--- config.mk ---
export PLATFORM = sky130hd
export DESIGN_NAME = jtag_shift_master
export DESIGN_NICKNAME = d
export VERILOG_FILES = /design/src/rtl/jtag_shift_master.sv
export SDC_FILE = /design/constraint.sdc
export NUM_CORES = 1
export LEC_CHECK = 0
export ABC_AREA = 1
export ABC_CLOCK_PERIOD_IN_PS = 1900
export BUFFER_PORTS_ARGS = -buffer_cell sky130_fd_sc_hd__buf_2
export CORE_ASPECT_RATIO = 1.1
export CORE_MARGIN = 3
export CORE_UTILIZATION = 35
export CTS_CLUSTER_DIAMETER = 100
export DETAILED_ROUTE_END_ITERATION = 8
export GPL_TIMING_DRIVEN = 0
export PLACE_DENSITY = 0.65
export SKIP_CTS_REPAIR_TIMING = 1
export SYNTH_ARGS = -nofsm -noshare
export SYNTH_HDL_FRONTEND = slang
export SYNTH_SLANG_ARGS = --single-unit
export TNS_END_PERCENT = 20
--- constraint.sdc ---
create_clock -name mclk -period 1.9 [get_ports mclk]
set_input_delay 0.095 -clock mclk [delete_from_list [all_inputs] [get_ports mclk]]
set_output_delay 0.095 -clock mclk [all_outputs]
set_load 0.01 [all_outputs]
--- src/rtl/jtag_shift_master.sv ---
// JTAG shift master: turns RESET / TMS_SEQ / SCAN / SCAN_FLIP commands into TCK/TMS/TDI
// bit streams at a programmable TCK rate. Optional TRST output with macro JTAG_TRST_EN.
module jtag_shift_master #(
  parameter int unsigned DATA_W = 32,
  parameter int unsigned DIV_W  = 8,
  localparam int unsigned LEN_W = $clog2(DATA_W) + 1,
  localparam int unsigned IDX_W = $clog2(DATA_W)
) (
  input  logic              mclk,
  input  logic              reset_n,
  input  logic              enable,
  input  logic [DIV_W-1:0]  cfg_div,
  input  logic              cmd_valid,
  output logic              cmd_ready,
  input  logic [1:0]        cmd_op,
  input  logic [LEN_W-1:0]  cmd_len,
  input  logic [DATA_W-1:0] cmd_data,
  output logic              rsp_valid,
  input  logic              rsp_ready,
  output logic [DATA_W-1:0] rsp_data,
  output logic              busy,
  output logic              tck,
  output logic              tms,
  output logic              tdi,
  input  logic              tdo
`ifdef JTAG_TRST_EN
  ,
  output logic              trst_n
`endif
);

  typedef enum logic [1:0] {StIdle, StShiftLo, StShiftHi, StRsp} state_e;
  typedef enum logic [1:0] {OpReset, OpTmsSeq, OpScan, OpScanFlip} op_e;

  state_e             state_q, state_d;
  op_e                op_q, op_d;
  logic [DATA_W-1:0]  data_q, data_d;
  logic [LEN_W-1:0]   len_q, len_d;
  logic [DIV_W-1:0]   div_q, div_d;
  logic [DIV_W-1:0]   cnt_q, cnt_d;
  logic [IDX_W-1:0]   bit_q, bit_d;
  logic [DATA_W-1:0]  cap_q, cap_d;
  logic               tck_q, tck_d;
  logic               tms_q, tms_d;
  logic               tdi_q, tdi_d;
  logic               live_q;

  logic               accept;
  logic               cnt_done;
  logic               last_bit;
  logic [LEN_W-1:0]   eff_len;
  logic [IDX_W-1:0]   next_idx;
  op_e                cmd_op_e;

  // Returns {tms, tdi} for bit position idx of a command.
  function automatic logic [1:0] drive_bit(input op_e op, input logic bit_val,
                                           input logic [IDX_W-1:0] idx,
                                           input logic [LEN_W-1:0] len);
    logic tms_v;
    logic tdi_v;
    tms_v = 1'b0;
    tdi_v = 1'b0;
    unique case (op)
      OpReset:    tms_v = (idx < IDX_W'(5));
      OpTmsSeq:   tms_v = bit_val;
      OpScan:     tdi_v = bit_val;
      OpScanFlip: begin
        tdi_v = bit_val;
        tms_v = ({1'b0, idx} == len - LEN_W'(1));
      end
      default: ;
    endcase
    if (len == '0) begin
      tms_v = 1'b0;
      tdi_v = 1'b0;
    end
    return {tms_v, tdi_v};
  endfunction

  assign cmd_op_e  = op_e'(cmd_op);
  assign cmd_ready = (state_q == StIdle) && enable && live_q;
  assign accept    = cmd_valid && cmd_ready;
  assign cnt_done  = (cnt_q == div_q);
  assign last_bit  = ({1'b0, bit_q} == len_q - LEN_W'(1));
  assign next_idx  = bit_q + IDX_W'(1);

  always_comb begin
    eff_len = cmd_len;
    if (cmd_op_e == OpReset) begin
      eff_len = LEN_W'(6);
    end else if (cmd_len > LEN_W'(DATA_W)) begin
      eff_len = LEN_W'(DATA_W);
    end
  end

  always_comb begin
    state_d = state_q;
    op_d    = op_q;
    data_d  = data_q;
    len_d   = len_q;
    div_d   = div_q;
    cnt_d   = cnt_q;
    bit_d   = bit_q;
    cap_d   = cap_q;
    tck_d   = tck_q;
    tms_d   = tms_q;
    tdi_d   = tdi_q;

    unique case (state_q)
      StIdle: begin
        if (accept) begin
          op_d             = cmd_op_e;
          // data_q holds the bits still to be driven; bit 0 goes out right now.
          data_d           = cmd_data >> 1;
          len_d            = eff_len;
          div_d            = cfg_div;
          cnt_d            = '0;
          bit_d            = '0;
          cap_d            = '0;
          tck_d            = 1'b0;
          {tms_d, tdi_d}   = drive_bit(cmd_op_e, cmd_data[0], '0, eff_len);
          state_d          = StShiftLo;
        end
      end
      StShiftLo: begin
        if (len_q == '0) begin
          tms_d   = 1'b0;
          tdi_d   = 1'b0;
          state_d = StRsp;
        end else if (cnt_done) begin
          cnt_d   = '0;
          tck_d   = 1'b1;
          if (op_q == OpScan || op_q == OpScanFlip) begin
            cap_d[bit_q] = tdo;
          end
          state_d = StShiftHi;
        end else begin
          cnt_d = cnt_q + DIV_W'(1);
        end
      end
      StShiftHi: begin
        if (cnt_done) begin
          cnt_d = '0;
          tck_d = 1'b0;
          if (last_bit) begin
            tms_d   = 1'b0;
            tdi_d   = 1'b0;
            state_d = StRsp;
          end else begin
            bit_d          = next_idx;
            data_d         = data_q >> 1;
            {tms_d, tdi_d} = drive_bit(op_q, data_q[0], next_idx, len_q);
            state_d        = StShiftLo;
          end
        end else begin
          cnt_d = cnt_q + DIV_W'(1);
        end
      end
      StRsp: begin
        if (rsp_ready) begin
          state_d = StIdle;
        end
      end
      default: state_d = StIdle;
    endcase
  end

  always_ff @(posedge mclk or negedge reset_n) begin
    if (!reset_n) begin
      state_q <= StIdle;
      op_q    <= OpReset;
      data_q  <= '0;
      len_q   <= '0;
      div_q   <= '0;
      cnt_q   <= '0;
      bit_q   <= '0;
      cap_q   <= '0;
      tck_q   <= 1'b0;
      tms_q   <= 1'b0;
      tdi_q   <= 1'b0;
      live_q  <= 1'b0;
    end else begin
      state_q <= state_d;
      op_q    <= op_d;
      data_q  <= data_d;
      len_q   <= len_d;
      div_q   <= div_d;
      cnt_q   <= cnt_d;
      bit_q   <= bit_d;
      cap_q   <= cap_d;
      tck_q   <= tck_d;
      tms_q   <= tms_d;
      tdi_q   <= tdi_d;
      live_q  <= 1'b1;
    end
  end

`ifdef JTAG_TRST_EN
  logic trst_q;
  logic trst_d;

  // TRST tracks the TMS=1 periods of a RESET command and is released otherwise.
  always_comb begin
    trst_d = 1'b1;
    if ((state_d == StShiftLo || state_d == StShiftHi) && op_d == OpReset && tms_d) begin
      trst_d = 1'b0;
    end
  end

  always_ff @(posedge mclk or negedge reset_n) begin
    if (!reset_n) begin
      trst_q <= 1'b0;
    end else begin
      trst_q <= trst_d;
    end
  end

  assign trst_n = trst_q;
`endif

  assign tck       = tck_q;
  assign tms       = tms_q;
  assign tdi       = tdi_q;
  assign rsp_valid = (state_q == StRsp);
  assign rsp_data  = cap_q;
  assign busy      = (state_q != StIdle);

endmodule

# Yosys cells after proc, flatten, opt, wreduce, memory -nomap -nowiden
# Cells that the tools add are included.
# totals
elab_cells,116
regBits,99
in_bits,54
output_inout_bits,38
# classes
n_mux,51
order_cmp,4
n_eq_ne,21
n_reduce_logical,24
add_sub_neg,4
# op_table
operator,count
$mux W32,7
$pmux W32 S2,2
$bwmux W32,1
$mux W8,3
$pmux W8 S3,1
$logic_not A6 Y1,3
$mux W1,18
$mux W5,3
$pmux W1 S3,5
$ne A2 B2 Y1 const B,7
$eq A2 B2 Y1 const B,6
$eq A5 B6 Y1,2
$mux W2,6
$mux W6,2
$reduce_and A4 Y1,3
$sub A6 B1 Y6 const B,2
$pmux W5 S2,1
$reduce_and A5 Y1,2
$add A8 B1 Y8 const B,1
$eq A8 B8 Y1,1
$pmux W2 S4,1
$eq A2 B1 Y1 const B,3
$gt A6 B6 Y1 const B,1
$logic_not A2 Y1,3
14 further kinds,20

# Logic depth before layout (Yosys ltp)
# Gate-level depths: netlist of run 1.
# depth
depth_word,9
depth_mapped,14
mapped_depth_nobuf,14

# Least setup slack after synthesis of run 1
# Ideal clock, no wire load.
# synth_path
kind,register -> register
from,register state_q[0]
to,"register cap_q[15], in the netlist rsp_data[15]"
setup_ns,0.117
required_time_ns,1.783
arrival_ns,1.869
path_buffers,1
path_slack_ns,-0.086
path_stages_with_launch,14
synth_period_minus_slack_ns,1.986
path_cell_list,dfrtp_1 -> inv_1 -> ha_1 -> and3_1 -> nand2_2 -> nand2_2 -> inv_2 -> a21oi_2 -> nand3_2 -> nor2_8 -> buf_6 -> nand2_1 -> nand2_1 -> nand2_1
# synth_between
elab_chain_len,6
word_cells_on_any_way,12
classes_between,5 x eq/ne; 1 x mux; 6 x reduce/logical
# synth_rtl
element,line,source
from (decl),35,"state_e state_q, state_d;"
from (signal assigned),170,state_q <= StIdle;
from (signal assigned),183,state_q <= state_d;
$logic_not A2 Y1,81,assign cmd_ready = (state_q == StIdle) && enable && live_q;
$logic_and A1 B1 Y1 (2 in series),81,
net cmd_ready,14,"output logic cmd_ready,"
$logic_and A1 B1 Y1,82,assign accept = cmd_valid && cmd_ready;
$ne A2 B2 Y1 (no source line),-,
$reduce_and A5 Y1 (no source line),-,
to (signal assigned),190,cap_q <= cap_d;
to (decl),42,"logic [DATA_W-1:0] cap_q, cap_d;"
# The timed path passes the listed nets, and every way through them passes these cells.
# A chain may end at the register's enable or synchronous reset.

# Worst setup path in the final report of run 1
# layout_path
from,register state_q[0]
to,register data_q[21]
# layout_between
elab_chain_len,6
word_cells_on_any_way,11
classes_between,4 x eq/ne; 1 x mux; 6 x reduce/logical
# layout_rtl
element,line,source
$logic_not A2 Y1,"81, 109",
$logic_and A1 B1 Y1 (2 in series),81,
$logic_and A1 B1 Y1,82,
$ne A2 B2 Y1 (no source line),-,
$reduce_and A4 Y1 (no source line),-,
to (signal assigned),185,data_q <= data_d;
to (decl),37,"logic [DATA_W-1:0] data_q, data_d;"
# Parallel ways exist; a longest one is shown, timed or not.

==> results of run 1 <==
-- kinds of logic (layout without fill, tap and decap cells) --
family	count (synthesis)	in the layout	share of synthesized area, %
adder cells (fa/ha/maj)	10	10	2.23
buffers and inverters	85	215	7.26
flip-flops	98	98	43.8
other	1	1	0.0669
multiplexers	30	30	5.36
XOR/XNOR	9	9	1.41
AND/OR/NAND/NOR	404	406	29.8
AO/OA/AOI/OAI	109	109	10.1
-- power by group through the flow --
stage | clock (mW) | combinational [mW] | sequential (mW)
after floorplan | 0 | 0.0444 | 2.13
after CTS | 1.84 | 0.168 | 2.09
after global routing | 1.91 | 0.206 | 2.08
after detailed placement | 0 | 0.168 | 2.13
final | 1.79 | 0.181 | 2.09
after global placement | 0 | 0.160 | 2.13
-- worst max-delay path: stages, from the launching register on --
cell     delay (ns)
dfrtp_1        0.41
inv_2          0.13
ha_4           0.17
and3_4         0.20
nand2_4        0.07
nand2_2        0.08
inv_2          0.07
a21oi_4        0.25
nand3_2        0.25
buf_6          0.20
nand2_1        0.05
o21ai_1        0.06
-- final timing paths --
check                      cells after the start            to  slack, ns
hold reg to reg                                2  rsp_data[31]       0.47
setup / recovery                              11    data_q[21]      -0.16
min in group asynchronous                      2   rsp_data[8]       0.28
hold / removal                                 3     data_q[0]       0.02
setup reg to reg                              11    data_q[21]      -0.16
max in group asynchronous                      3    state_q[1]       0.91
-- flip-flops by register name, summed over array words and instances, names as in the netlist, 2 cells and up --
signal	flops
data_q	31
rsp_data	32
div_q	8
op_q	2
len_q	6
bit_q	5
cnt_q	8
state_q	2
-- synth_stat cells (all sizes together) --
cell and n:
conb 1, mux2i 30, o21ai 91, o22ai 1, o21bai 1, a21oi 12, inv 54, nand4 6
xor2 1, nand3b 1, buf 18, nor3b 1, clkinv 1, nand3 58, o21a 4, clkbuf 12
ha 10, nor3 4, xnor2 8, and3 1, nand2 262, nor2 71, dfrtp 98
-- layer usage --
layer / up-vias / wire length (µm) / GRT usage (%)
li1: 2656 / - / -
met3: 15 / 629 / 3.00
met5: - / 0 / 0
met1: 2336 / 6750 / 21.8
met2: 93 / 6930 / 24.9
met4: 0 / 216 / 5.25
-- through the flow --
step | setup slack [ns] | power (mW) | setup TNS [ns] | util (%) | cell area (µm²)
after global placement | -0.424 | 2.29 | -61.59 | 41.1 | 6310
after detailed placement | -0.418 | 2.29 | -21.17 | 41.3 | 6340
after global routing | -0.297 | 4.20 | -17.90 | 46.4 | 7120
after floorplan | -0.00629 | 2.17 | -0.281 | - | 5610
final | -0.159 | 4.05 | -7.49 | 46.4 | 7120
after CTS | -0.416 | 4.09 | -21.69 | 43.2 | 6630
-- area by class of cell --
| cell class | count | area share, % |
|---|---|---|
| multi-input cells | 565 | 41.3 |
| flip-flops and latches | 98 | 34.5 |
| repair buffers | 114 | 10.5 |
| well taps | 196 | 3.44 |
| clock buffers | 10 | 3.36 |
| plain buffers | 30 | 3.32 |
| inverters | 55 | 2.90 |
| clock inverters | 6 | 0.703 |
==> flow_summary.toml, run 1 <==
[die]
ioPinCount = 92
die_area_um2 = 17600
std_cell_rows = 47
die_x_um = 127
start_util_pct = 36.5
die_y_um = 139
core_um2 = 15300

[yosys]
synth_nets = 810
syn_inst = 746
synthesis.area_um2 = 5600
synth-seq-cells = 98
synthTopCellsByArea = "dfrtp_1 (44%), nand2_1 (17%), mux2i_1 (5.4%), nand3_1 (4.9%), o21ai_0 (4.9%)"
synth_top_cell_by_area = "dfrtp_1"
synth_seq_area_share_pct = 43.8
syn_area_per_cell_um2 = 7.51
synth_warnings = 0
yosysTopAreaCellShare_pct = 43.8
synthDistinctLibCells = 34

[min_path]
min_from = "cmd_data[1]"
hp-class = "in -> reg"

[power]
power_per_cell_area_nw_per_um2 = 569
pwr-share-clk_pct = 44.1
intPower_mw = 3.10
cellLeakagePower_nw = 3.58
ir_worst_vdd_mv = 0.345
p_sw_uw = 953
pwr-share-seq_pct = 51.5
p_sw_share_pct = 23.5
p_comb_share_pct = 4.5

[global_routing]
antenna_found_initial = 0
grt_pass1_vias = 4659
grt_pass1_wl_um = 23000
grt_max_degree = 61
grtUsageTotal_pct = 15.8
grt_overflow = 0

[worst_setup_path]
arrival_ns = 2.29
crit_start = "state_q[0]"
critPathLaunchType = "flop"
crit_required_ns = 2.13
crit_type = "reg -> reg"
r2r_start = "state_q[0]"
worstPathMaxFanout = 7
crit_path_end_kind = "flop"

[routing]
drt_iter0_markers = 229
drcViolationCount = 0
postRouteWirelength_um = 14500
vias = 5100
drtAntennaViolNets = 0
via_per_inst = 4.75
dr.pass1.iters = 4
wl_per_cell_um = 13.5

[run_status]
violations = "negative setup slack"
status = "finished with violations"

[sta]
holdWs_ns = 0.0241
finalClockSkew_ns = 0.0157
slew_headroom_pct = 63.1
rsz0062_at_grt = "yes"
finalSetupViolations = 73
drv_slew = 0
fin_crit_ns = 2.06
tightest_slew_ns = 0.554
fin_crit_sh_pct = 108
fin_ws_ns = -0.159
hold_violations = 0
clock.fmax_mhz = 486

[placement]
dp_hpwl_um = 10100
numPortBuffers = 91
place_congestion = 0.819
dpl.cell_count = 1034

[cts]
clk_latency_ns = 0.36
cts_tree = "built"
cts_max_path_buffers = 2
cts_sinks = 98
path_clk_slew_ns = 0.07
cts_htree_levels = 3
numCtsBuffers = 9
cts_root_buffer = "clkbuf_16"

[final_layout]
diodes = 0
drive_above_1_share_pct = 23.2
finalNonFillerCells = 1074
multiInputGateArea_um2 = 2940
fillers = 1574
final_common_cell = "nand2_1"
seqCellArea_um2 = 2460
nets = 937
final_cell_mix = "nand2_1 (240), dfrtp_1 (95), buf_2 (91)"
syn2layout_area_growth_pct = 27.1

[job]
maxCapViolations = 0
No activity file was read; power rests on OpenSTA's default activity.
==> run 2, diff against run 1 <==
--- a/config.mk
+++ b/config.mk
@@ -7,14 +7,15 @@
 export LEC_CHECK = 0
 export ABC_AREA = 1
 export ABC_CLOCK_PERIOD_IN_PS = 1900
-export BUFFER_PORTS_ARGS = -buffer_cell sky130_fd_sc_hd__buf_2
 export CORE_ASPECT_RATIO = 1.1
 export CORE_MARGIN = 3
 export CORE_UTILIZATION = 35
 export CTS_CLUSTER_DIAMETER = 100
 export DETAILED_ROUTE_END_ITERATION = 8
+export DONT_BUFFER_PORTS = 1
 export GPL_TIMING_DRIVEN = 0
-export PLACE_DENSITY = 0.65
+export PLACE_DENSITY = 0.6
+export RECOVER_POWER = 50
 export SKIP_CTS_REPAIR_TIMING = 1
 export SYNTH_ARGS = -nofsm -noshare
 export SYNTH_HDL_FRONTEND = slang
==> constraint.sdc (replaced) <==
create_clock -name mclk -period 1.9 [get_ports mclk]
set_input_delay 0.095 -clock mclk [delete_from_list [all_inputs] [get_ports mclk]]
set_output_delay 0.095 -clock mclk [all_outputs]
set_load 0.005 [all_outputs]
==> run 2 against run 1 <==
- the run ends with negative hold slack, negative setup slack left
- non-clock buffer count fell by 47
- worst hold slack got worse by 0.59 ns
- register-to-register slack barely moved
- critical endpoint is now data_q[1]
- largest cell class unchanged
- largest power group unchanged
==> flow_summary.toml, run 2 (synthesized netlist as in run 1, its figures left out) <==
[routing]
drtAntennaViolNets = 0
drt_iter0_markers = 271
postRouteWirelength_um = 15100
vias = 4969
dr.pass1.iters = 4
via_per_inst = 4.83
wl_per_cell_um = 14.7
drcViolationCount = 0

[final_layout]
largest_reg_flops = 32
final_cell_mix = "nand2_1 (239), dfrtp_1 (95), nor2_1 (65)"
syn2layout_area_growth_pct = 27.5
drive_above_1_share_pct = 14.8
diodes = 0
fillers = 1505
nets = 891
final_common_cell = "nand2_1"
final_util_pct = 46.5
finalNonFillerCells = 1028

[worst_setup_path]
cp_top_family = "simple AND/OR/NAND/NOR gates"
cpPeakStageDelay_ns = 0.39
cp_slowest_cell = "dfrtp_1"
crit_path_end_kind = "flop"
crit_required_ns = 2.14
cp_num_buf_inv = 3
worstPathMaxFanout = 10
crit_chain = "clkinvlp_4 -> ha_4 -> inv_1 -> nand2_1 -> nand3_1 -> nand2_1 -> nor2_1 -> nand3_1 -> nor2_4 -> nand2_4 -> nand3_4 -> buf_8 -> o21ai_1"
crit_type = "reg -> reg"
arrival_ns = 2.30
critPathLaunchType = "flop"

[cts]
cts_root_buffer = "clkbuf_16"
numCtsBuffers = 9
cts_sinks = 98
cts_tree = "built"
cts_max_path_buffers = 2
path_clk_slew_ns = 0.07
cts_htree_levels = 3
clk_latency_ns = 0.36

[placement]
dpl.cell_count = 942
place_congestion = 0.809
numPortBuffers = 0
dp_hpwl_um = 9750
pre_cts_ws_ns = -0.447

[sta]
finalSetupTns_ns = -6.75
finalSetupViolations = 69
tightest_slew_ns = 0.553
rsz0062_at_grt = "yes"
drv_slew = 0
fin_crit_sh_pct = 108
clock.fmax_mhz = 485
slew_headroom_pct = 63.0
finalClockSkew_ns = 0.0106
hold_violations = 99
fin_crit_ns = 2.06
fin_ws_ns = -0.160
holdWs_ns = -0.563

[power]
p_sw_share_pct = 21.3
p_sw_uw = 900
pwr-share-seq_pct = 49.3
ir_worst_vdd_mv = 0.397
p_comb_share_pct = 3.3
intPower_mw = 3.33
cellLeakagePower_nw = 3.38
pwr-share-clk_pct = 47.4
power_per_cell_area_nw_per_um2 = 592

[min_path]
hp-class = "in -> async"

[die]
die_y_um = 139
std_cell_rows = 47
ioPinCount = 92
core_um2 = 15300
die_area_um2 = 17600
die_x_um = 127
start_util_pct = 36.5

[run_status]
violations = "negative hold slack, negative setup slack"
status = "finished with violations"

[global_routing]
grtUsageTotal_pct = 15.6
grt_max_degree = 99
grt_pass1_vias = 4386
antenna_found_initial = 0
grt_pass1_wl_um = 22300
grt_overflow = 0

[job]
maxCapViolations = 0
==> run 2: metal layers <==
metal  vias to the layer above  global-route usage (%)  share of wire [%]
met5                         -                       0                  0
met1                      2288                    19.6                 43
met2                        92                    25.4                 50
li1                       2576                       -                  -
met3                        13                    5.28                5.7
met4                         0                    4.97               0.89
==> run 2: layout make-up <==
class | count | area (µm²) | share of cell area, %
Tap cell | 196 | 245 | 3.43
Multi-Input combinational cell | 566 | 3000 | 42.1
Inverter | 55 | 213 | 2.98
Sequential cell | 98 | 2460 | 34.4
Clock buffer | 10 | 229 | 3.21
Timing Repair Buffer | 67 | 672 | 9.41
Buffer | 30 | 233 | 3.26
Clock inverter | 6 | 90.1 | 1.26
==> run 2: final timing paths <==
path | from | to | slack [ns] | cells past startpoint
min | reset_n | rsp_data[10] | -0.56 | 0
min reg2reg | data_q[29] | data_q[29] | 0.49 | 2
max in group asynchronous | reset_n | div_q[0] | 2.28 | 0
max | len_q[0] | data_q[1] | -0.16 | 13
max reg2reg | len_q[0] | data_q[1] | -0.16 | 13
min in group mclk | cmd_data[0] | tdi | 0 | 4
==> run 2: metrics by stage <==
stage | area, µm² | total power, mW | hold WS [ns]
finish | 7140 | 4.23 | -0.563
global route | 7140 | 4.38 | -0.584
CTS | 6170 | 4.19 | -0.580
detailed placement | 5850 | 2.18 | -0.194
global placement | 5850 | 2.18 | -0.194
floorplan | 5610 | 2.17 | -0.201
==> run 2: power groups by stage <==
stage / clock network (mW) / logic (mW) / registers [mW]
6_report: 2.00 / 0.139 / 2.09
5_1_grt: 2.14 / 0.152 / 2.08
4_1_cts: 2.05 / 0.0553 / 2.09
3_5_place_dp: 0 / 0.0549 / 2.13
3_3_place_gp: 0 / 0.0544 / 2.13
2_1_floorplan: 0 / 0.0444 / 2.13
